`src/rtl/cpu_io_pkg.sv`:
```
// Shared definitions for the CPU I/O port: word width, default sizing and
// the interrupt sequencer state encoding.
package cpu_io_pkg;

    localparam int WORD_W      = 16;
    localparam int DEF_DEPTH   = 4;
    localparam int DEF_HOLDOFF = 3;
    localparam int DEF_TIMEOUT = 64;

    typedef enum logic [1:0] {
        IDLE     = 2'd0,
        PULSE    = 2'd1,
        WAIT_ACK = 2'd2,
        HOLD     = 2'd3
    } irqState_e;

endpackage

```
`src/rtl/io_sync_fifo.sv`:
```
// Small synchronous show-ahead FIFO for inbound words. The head word is
// visible combinationally whenever the FIFO holds data and reads as zero
// when empty. Pushes while full and pops while empty are ignored.
module io_sync_fifo
    import cpu_io_pkg::*;
#(
    parameter int DEPTH = DEF_DEPTH
) (
    input  logic                     clk,
    input  logic                     reset,
    input  logic                     push_i,
    input  logic [WORD_W-1:0]        data_i,
    input  logic                     pop_i,
    output logic [WORD_W-1:0]        head_o,
    output logic [$clog2(DEPTH):0]   count_o,
    output logic                     full_o,
    output logic                     empty_o
);

    localparam int AW = $clog2(DEPTH);

    logic [WORD_W-1:0] memQ [DEPTH];
    logic [AW-1:0]     wrPtrQ, wrPtrD;
    logic [AW-1:0]     rdPtrQ, rdPtrD;
    logic [AW:0]       countQ, countD;
    logic              pushOk;
    logic              popOk;

    assign full_o  = (countQ == (AW + 1)'(DEPTH));
    assign empty_o = (countQ == '0);
    assign pushOk  = push_i && !full_o;
    assign popOk   = pop_i && !empty_o;
    assign count_o = countQ;
    assign head_o  = empty_o ? '0 : memQ[rdPtrQ];

    // Pointer and occupancy next-state; pointers wrap naturally at DEPTH.
    always_comb begin
        wrPtrD = wrPtrQ;
        rdPtrD = rdPtrQ;
        countD = countQ;
        if (pushOk) wrPtrD = wrPtrQ + 1'b1;
        if (popOk)  rdPtrD = rdPtrQ + 1'b1;
        if (pushOk && !popOk)      countD = countQ + 1'b1;
        else if (popOk && !pushOk) countD = countQ - 1'b1;
    end

    // Pointer and occupancy registers; reset empties the FIFO.
    always_ff @(posedge clk) begin
        if (reset) begin
            wrPtrQ <= '0;
            rdPtrQ <= '0;
            countQ <= '0;
        end else begin
            wrPtrQ <= wrPtrD;
            rdPtrQ <= rdPtrD;
            countQ <= countD;
        end
    end

    // Storage array; contents are don't-care when not covered by the count.
    always_ff @(posedge clk) begin
        if (pushOk) memQ[wrPtrQ] <= data_i;
    end

endmodule

```
`src/rtl/cpu_io_port.sv`:
```
// CPU I/O port: inbound FIFO with a one-pulse-per-word interrupt sequencer,
// and an outbound single-word register with a sticky overflow flag.
// Optional macro CPU_IO_IRQ_TIMEOUT_EN: re-pulse the interrupt after
// TIMEOUT cycles without an acknowledge.
module cpu_io_port
    import cpu_io_pkg::*;
#(
    parameter int DEPTH   = DEF_DEPTH,
    parameter int HOLDOFF = DEF_HOLDOFF,
    parameter int TIMEOUT = DEF_TIMEOUT
) (
    input  logic                     clk,
    input  logic                     reset,
    input  logic [WORD_W-1:0]        ext_in_data,
    input  logic                     ext_in_valid,
    output logic                     ext_in_ready,
    output logic [WORD_W-1:0]        cpu_data_in,
    output logic                     interrupt,
    input  logic                     int_ack,
    input  logic                     irq_mask,
    input  logic [WORD_W-1:0]        cpu_data_out,
    input  logic                     cpu_out_wr,
    output logic [WORD_W-1:0]        ext_out_data,
    output logic                     ext_out_valid,
    input  logic                     ext_out_ready,
    output logic [$clog2(DEPTH):0]   in_count,
    output logic                     overflow
);

    localparam int CNT_MAX = (HOLDOFF > TIMEOUT) ? HOLDOFF : TIMEOUT;
    localparam int CNT_W   = $clog2(CNT_MAX + 1);

    logic              fifoFull;
    logic              fifoEmpty;
    irqState_e         stateQ, stateD;
    logic [CNT_W-1:0]  cntQ, cntD;
    logic [WORD_W-1:0] outDataQ, outDataD;
    logic              outValidQ, outValidD;
    logic              overflowQ, overflowD;

    io_sync_fifo #(
        .DEPTH (DEPTH)
    ) u_fifo (
        .clk     (clk),
        .reset   (reset),
        .push_i  (ext_in_valid),
        .data_i  (ext_in_data),
        .pop_i   (int_ack),
        .head_o  (cpu_data_in),
        .count_o (in_count),
        .full_o  (fifoFull),
        .empty_o (fifoEmpty)
    );

    assign ext_in_ready = !fifoFull;
    assign interrupt    = (stateQ == PULSE);

    // Interrupt sequencer state and shared hold-off / timeout counter.
    always_ff @(posedge clk) begin
        if (reset) begin
            stateQ <= IDLE;
            cntQ   <= '0;
        end else begin
            stateQ <= stateD;
            cntQ   <= cntD;
        end
    end

    // One pulse per queued word; an ack starts a hold-off so the CPU
    // pipeline can drain before the next interrupt.
    always_comb begin
        stateD = stateQ;
        cntD   = cntQ;
        case (stateQ)
            IDLE: begin
                if (!fifoEmpty && !irq_mask) stateD = PULSE;
            end
            PULSE: begin
                if (int_ack) begin
                    stateD = HOLD;
                    cntD   = CNT_W'(HOLDOFF);
                end else begin
                    stateD = WAIT_ACK;
`ifdef CPU_IO_IRQ_TIMEOUT_EN
                    cntD   = CNT_W'(TIMEOUT - 1);
`endif
                end
            end
            WAIT_ACK: begin
                if (int_ack) begin
                    stateD = HOLD;
                    cntD   = CNT_W'(HOLDOFF);
                end
`ifdef CPU_IO_IRQ_TIMEOUT_EN
                else if (cntQ == '0) begin
                    stateD = PULSE;
                end else begin
                    cntD = cntQ - 1'b1;
                end
`endif
            end
            HOLD: begin
                if (cntQ == '0) stateD = IDLE;
                else            cntD   = cntQ - 1'b1;
            end
            default: stateD = IDLE;
        endcase
    end

    // Outbound register: accept a write when empty or draining this cycle,
    // otherwise drop it and flag overflow until the next reset.
    always_comb begin
        outDataD  = outDataQ;
        outValidD = outValidQ;
        overflowD = overflowQ;
        if (cpu_out_wr) begin
            if (!outValidQ || ext_out_ready) begin
                outDataD  = cpu_data_out;
                outValidD = 1'b1;
            end else begin
                overflowD = 1'b1;
            end
        end else if (outValidQ && ext_out_ready) begin
            outValidD = 1'b0;
        end
    end

    // Outbound register state.
    always_ff @(posedge clk) begin
        if (reset) begin
            outDataQ  <= '0;
            outValidQ <= 1'b0;
            overflowQ <= 1'b0;
        end else begin
            outDataQ  <= outDataD;
            outValidQ <= outValidD;
            overflowQ <= overflowD;
        end
    end

    assign ext_out_data  = outDataQ;
    assign ext_out_valid = outValidQ;
    assign overflow      = overflowQ;

endmodule

```
`config.mk`:
```
export PLATFORM = sky130hd
export DESIGN_NAME = cpu_io_port
export DESIGN_NICKNAME = d
export VERILOG_FILES = /design/src/rtl/cpu_io_pkg.sv /design/src/rtl/io_sync_fifo.sv /design/src/rtl/cpu_io_port.sv
export SDC_FILE = /design/constraint.sdc
export NUM_CORES = 1
export LEC_CHECK = 0
export ABC_CLOCK_PERIOD_IN_PS = 6620
export CAP_MARGIN = 40
export CELL_PAD_IN_SITES_DETAIL_PLACEMENT = 1
export CELL_PAD_IN_SITES_GLOBAL_PLACEMENT = 1
export CORE_ASPECT_RATIO = 1.25
export CORE_MARGIN = 10
export CORE_UTILIZATION = 35
export CTS_CLUSTER_SIZE = 16
export DETAILED_ROUTE_END_ITERATION = 16
export GPL_ROUTABILITY_DRIVEN = 0
export PLACE_DENSITY_LB_ADDON = 0.1
export SYNTH_ARGS = -nofsm -noshare
export SYNTH_HDL_FRONTEND = slang
export SYNTH_SLANG_ARGS = --single-unit
```
`constraint.sdc`:
```
create_clock -name clk -period 6.62 [get_ports clk]
set_clock_uncertainty 0.05 [all_clocks]
set_input_delay 1.324 -clock clk [delete_from_list [all_inputs] [get_ports clk]]
set_output_delay 1.324 -clock clk [all_outputs]
set_load 0.005 [all_outputs]
```
# Word-level counts from Yosys, hierarchy flattened
# Memory sizes are Yosys's and may differ from the RTL's. A register that Yosys moved wholly into a read port is not among the register bits.
# Cells that the tools add are included.
[word_totals]
ff_bits = 34
ram_bits = 64
inputBits = 39
out_inout_bits = 39
word_cells = 68
memories = 1
[op_classes]
addsub = 5
eq_ne = 10
muxes = 18
bitwise = 1
reduce_logical = 25
[mem_list]
columns = ["memory", "words", "width", "rd", "rd_ports_with_merged_regs", "wr", "line", "rtl"]
rows = [
  ["u_fifo.memQ", 4, 16, 1, 1, 1, "io_sync_fifo.sv:22", "logic [WORD_W-1:0] memQ [DEPTH];"],
]
[op_table]
columns = ["operator", "n"]
rows = [
  ["two-way mux 16 bit", 1],
  ["two-way mux 7 bit", 2],
  ["case mux 7 bit (2 select lines)", 1],
  ["two-way mux 2 bit", 5],
  ["!= test 2 bit (second input constant)", 4],
  ["case mux 2 bit (4 select lines)", 1],
  ["zero test 7 bit", 1],
  ["subtractor 7 x 1 -> 7 bit (second input constant)", 1],
  ["logical AND 1 bit", 6],
  ["zero test 1 bit", 6],
  ["two-way mux 1 bit", 6],
  ["two-way mux 3 bit", 2],
  ["AND reduction 2 bit", 3],
  ["AND reduction 3 bit", 2],
  ["nonzero test 2 bit", 3],
  ["adder 2 x 1 -> 2 bit (second input constant)", 2],
  ["== test 2 bit (second input constant)", 2],
  ["!= test 2 x 1 -> 1 bit (second input constant)", 2],
  ["adder 3 x 1 -> 3 bit (second input constant)", 1],
  ["== test 3 bit (second input constant)", 1],
  ["zero test 3 bit", 1],
  ["subtractor 3 x 1 -> 3 bit (second input constant)", 1],
  ["== test 2 x 1 -> 1 bit (second input constant)", 1],
  ["zero test 2 bit", 1],
  ["other kinds (3)", 3],
]

# Longest topological paths before layout
[depth]
ltp_word = 7
mapped_depth = 8
depth_no_buf = 8

# Hierarchy
# A second synthesis with hierarchy kept.
[unflattened]
hier_cells = 300
hier_area_um2 = 4199.0
[modules_own_cells]
columns = ["mod", "n_inst", "cells_per_inst", "area_each_um2", "seq_area_each_um2"]
rows = [
  ["io_sync_fifo", 1, 150, 3005.4, 2102.0],
  ["cpu_io_port", 1, 150, 1193.6, 540.5],
]

# Worst setup path before layout
# Ideal clock, no wire load.
[synth_path]
path_kind = "input to register"
startpoint = "input port ext_in_valid"
endpoint = "register u_fifo.countQ[2], in the netlist u_fifo.count_o[2]"
setup_ns = 0.070
arrival_ns = 2.792
required_time_ns = 6.500
path_slack_ns = 3.708
stages = 7
path_buffers = 0
cell_sequence = "a21boi_2 > ha_1 > inv_1 > fa_1 > xor2_1 > or3_1 > a21oi_1"
[synth_via]
elab_chain_len = 4
word_cells_on_any_way = 6
classes_between = "1 x mux; 5 x reduce/logical"
[synth_lines]
columns = ["item", "line", "rtl"]
rows = [
  ["from (decl)", "cpu_io_port.sv:15", "input logic ext_in_valid,"],
  ["logical AND 1 bit *", "io_sync_fifo.sv:31", "assign pushOk = push_i && !full_o;"],
  ["zero test 1 bit", "io_sync_fifo.sv:44", "else if (popOk && !pushOk) countD = countQ - 1'b1;"],
  ["logical AND 1 bit", "io_sync_fifo.sv:44", ""],
  ["nonzero test 2 bit (no line)", "-", ""],
  ["to (signal assigned)", "io_sync_fifo.sv:56", "countQ <= countD;"],
  ["to (decl)", "io_sync_fifo.sv:25", "logic [AW:0] countQ, countD;"],
]
# Every way passes the cells marked *; elsewhere a longest branch is shown, timed or not.
# A chain may end at the register's enable or synchronous reset.

==> reports/results.tsv <==
metric	value	unit
arrival	2.22	ns
grt_max_degree	27	
drive_gt1_share	12.30	%
cp_cell_sequence	mux4_2, nor2b_1, clkdlybuf4s50_1	
tightest_slew	0.8317	ns
drc	0	
routed_wl	8977	um
crit_path_start_kind	register	
p_leak	0.001841	uW
cts.sinks	100	
maxSlewViolCount	0	
first_pass_iters	4	
cp_slowest_cell	dfxtp_1	
place_inst	504	
endpoint	cpu_data_in[12]	
dp_hpwl	6248	um
timing.fmax	0.2785	GHz
slew_headroom	44.55	%
cts_hold_buffers	0	
rsz0062_at_grt	false	
cap_violations	0	
die_x	117.1	um
stdcell_count	520	
synth_mux_area_share	9.457	%
finalSetupTns	0	ns
synth_area_leaders	edfxtp_1, dfxtp_1, mux4_2, ha_1, nand2_1	
grt_antenna_before_repair	0	
clock_path_buffers	2	
netlist_area	0.004128	mm^2
synth_area_leader_cell	edfxtp_1	
rr_startpoint	u_fifo.count_o[0]	
rrSetupSlack	4.19	ns
pre_cts_slack	3.019	ns
finalNetCount	429	
finalCriticalPeriod	3.591	ns
finalCritPeriodShare	54.24	%
die_area	0.01656	mm^2
fillers	1199	
endpoint_kind	output pin	
cts_tree	built	
vias_per_cell	4.923	
power_density	361.2	mW/mm^2
ys_seq_elements	100	
synth-simple-area-share	11.91	%
finalSetupViolations	0	
synth_common_cells	edfxtp_1, dfxtp_1, nand2_1	
rr_worst_depth	9	
core_area	0.01156	mm^2
syn-mean-instance-area	13.90	um^2
grt_use_met2	18.45	%
max_stage_delay	0.86	ns
reg2reg_to	u_fifo.count_o[2]	
post_cts_resized	0	
final_core_util	46.30	%
first_iter_violations	80	
synth_edf_count	64	
status	finished, final reports clean	
num_rows	44	
synth_compound_area_share	6.547	%
grt_use_met1	13.30	%
grt_use_total	11.36	%
ir_drop	0.0001198	V
synth_most_common_cell	edfxtp_1	
ios	78	
multi_input_area	0.001366	mm^2
initial_core_util	35.70	%
area_delta_synth_final	29.68	%
gr-total-overflow	0	
crit_buf_inv	1	
root_buffer	clkbuf_16	
synthCells	297	
worstSkewPairLatency	0.34	ns
grt_pass1_wl	14560	um
hold_violations	0	
setup_ws	3.029	ns
hp-class	register to register	
critPathKind	register to output pin	
h-tree-depth	3	
final_antenna_net_count	0	
synth_top_family_by_area	simple AND/OR/NAND/NOR gates	
port_buffers	77	
use_met3	4.177	%
clk_pin_slew	0.07	ns
synth_seq_area_share	64.02	%
crit_fanout	16	
regArea	0.002643	mm^2
grt_most_used_layer	met2	
cts_made_buffers	9	
crit_cells	3	
wl_per_cell	17.26	um
synth_top_area_share	46.56	%
grt_pass1_vias	2790	
critPathRequiredTime	5.25	ns
ys.flop_type	edfxtp_1	
die_h	141.4	um
post-cts-setup-buffers	0	
async_flop_share	0	%
num_vias	2560	
yosysWarnings	0	
synthXorXnorAreaFrac	1.061	%
path_delay_family	flip-flops	
antenna_cells	0	
ys_types	49	
synth_fa_ha_area_share	4.122	%
synthesis.nets	349	
==> placed cells by master, fill, tap and decap left out, types with 12 or more instances in the layout <==
cell type / instances
a21oi_1: 22
clkdlybuf4s50_1: 77
dfxtp_1: 36
edfxtp_1: 64
ha_1: 12
inv_1: 13
mux4_2: 16
nand2_1: 36
nor2_1: 12
nor2b_1: 20
==> state kept, by name, summed over array words and instances (netlist names), named ones only <==
signal and cells:
u_fifo.memQ 64, ext_out_data 16, cntQ 7, u_fifo.count_o 3, stateQ 2, u_fifo.rdPtrQ 2, u_fifo.wrPtrQ 2, ext_out_valid 1
overflow 1
==> area by class of cell <==
class / instances / area share, %
Clock buffer: 10 / 4.465
Tap cell: 138 / 3.226
Timing Repair Buffer: 83 / 15.45
Multi-Input combinational cell: 170 / 25.53
Inverter: 13 / 0.9116
Clock inverter: 6 / 1.052
Sequential cell: 100 / 49.37
==> logic make-up (layout without fill, tap and decap cells) <==
logic type | after synthesis | in the layout
xor+xnor | 5 | 5
simple gates | 94 | 94
fa+ha+maj | 13 | 13
mux | 19 | 19
buf+inv | 27 | 112
flops | 100 | 100
compound gates | 39 | 39
==> how the worst min path moves through the flow <==
stage	slack, ns	cells past startpoint	to	from
floorplan	0.40	2	ext_out_data[0]	ext_out_data[0]
detailed placement	0.40	2	ext_out_data[15]	ext_out_data[15]
global route	0.43	2	ext_out_data[15]	ext_out_data[15]
CTS	0.41	2	ext_out_data[15]	ext_out_data[15]
global placement	0.39	2	ext_out_data[3]	ext_out_data[3]
finish	0.41	2	ext_out_data[8]	ext_out_data[8]
==> worst register-to-register path, delay by kind of cell (launching register included) <==
kind | cells | cell delay (ns)
DFF | 1 | 0.38
xor gates and xnor gates | 1 | 0.18
AOI/OAI and AO/OA | 1 | 0.15
adders and majority gates | 2 | 0.57
and+or+nand+nor | 3 | 0.69
buffers and inverters | 2 | 0.34
==> through the flow <==
stage | instance area [um^2] | power (uW) | hold slack (ns)
floorplan | 4128 | 1178 | 0.4027
global placement | 5024 | 1430 | 0.3914
detailed placement | 5057 | 1452 | 0.4004
CTS | 5353 | 1973 | 0.4109
global route | 5353 | 2061 | 0.4259
finish | 5353 | 1933 | 0.4060
==> metal layers <==
layer	vias to the layer above	wire [um]
li1	1239	-
met1	1258	3741
met2	52	4511
met3	11	578
met4	0	146
met5	-	0
==> power by group <==
part           internal [uW]  total (uW)  switching [uW]
logic                    344         626             281
registers                747         797            50.5
clock network            272         511             238
total                   1360        1930             570
No activity file was read; power rests on OpenSTA's default activity.
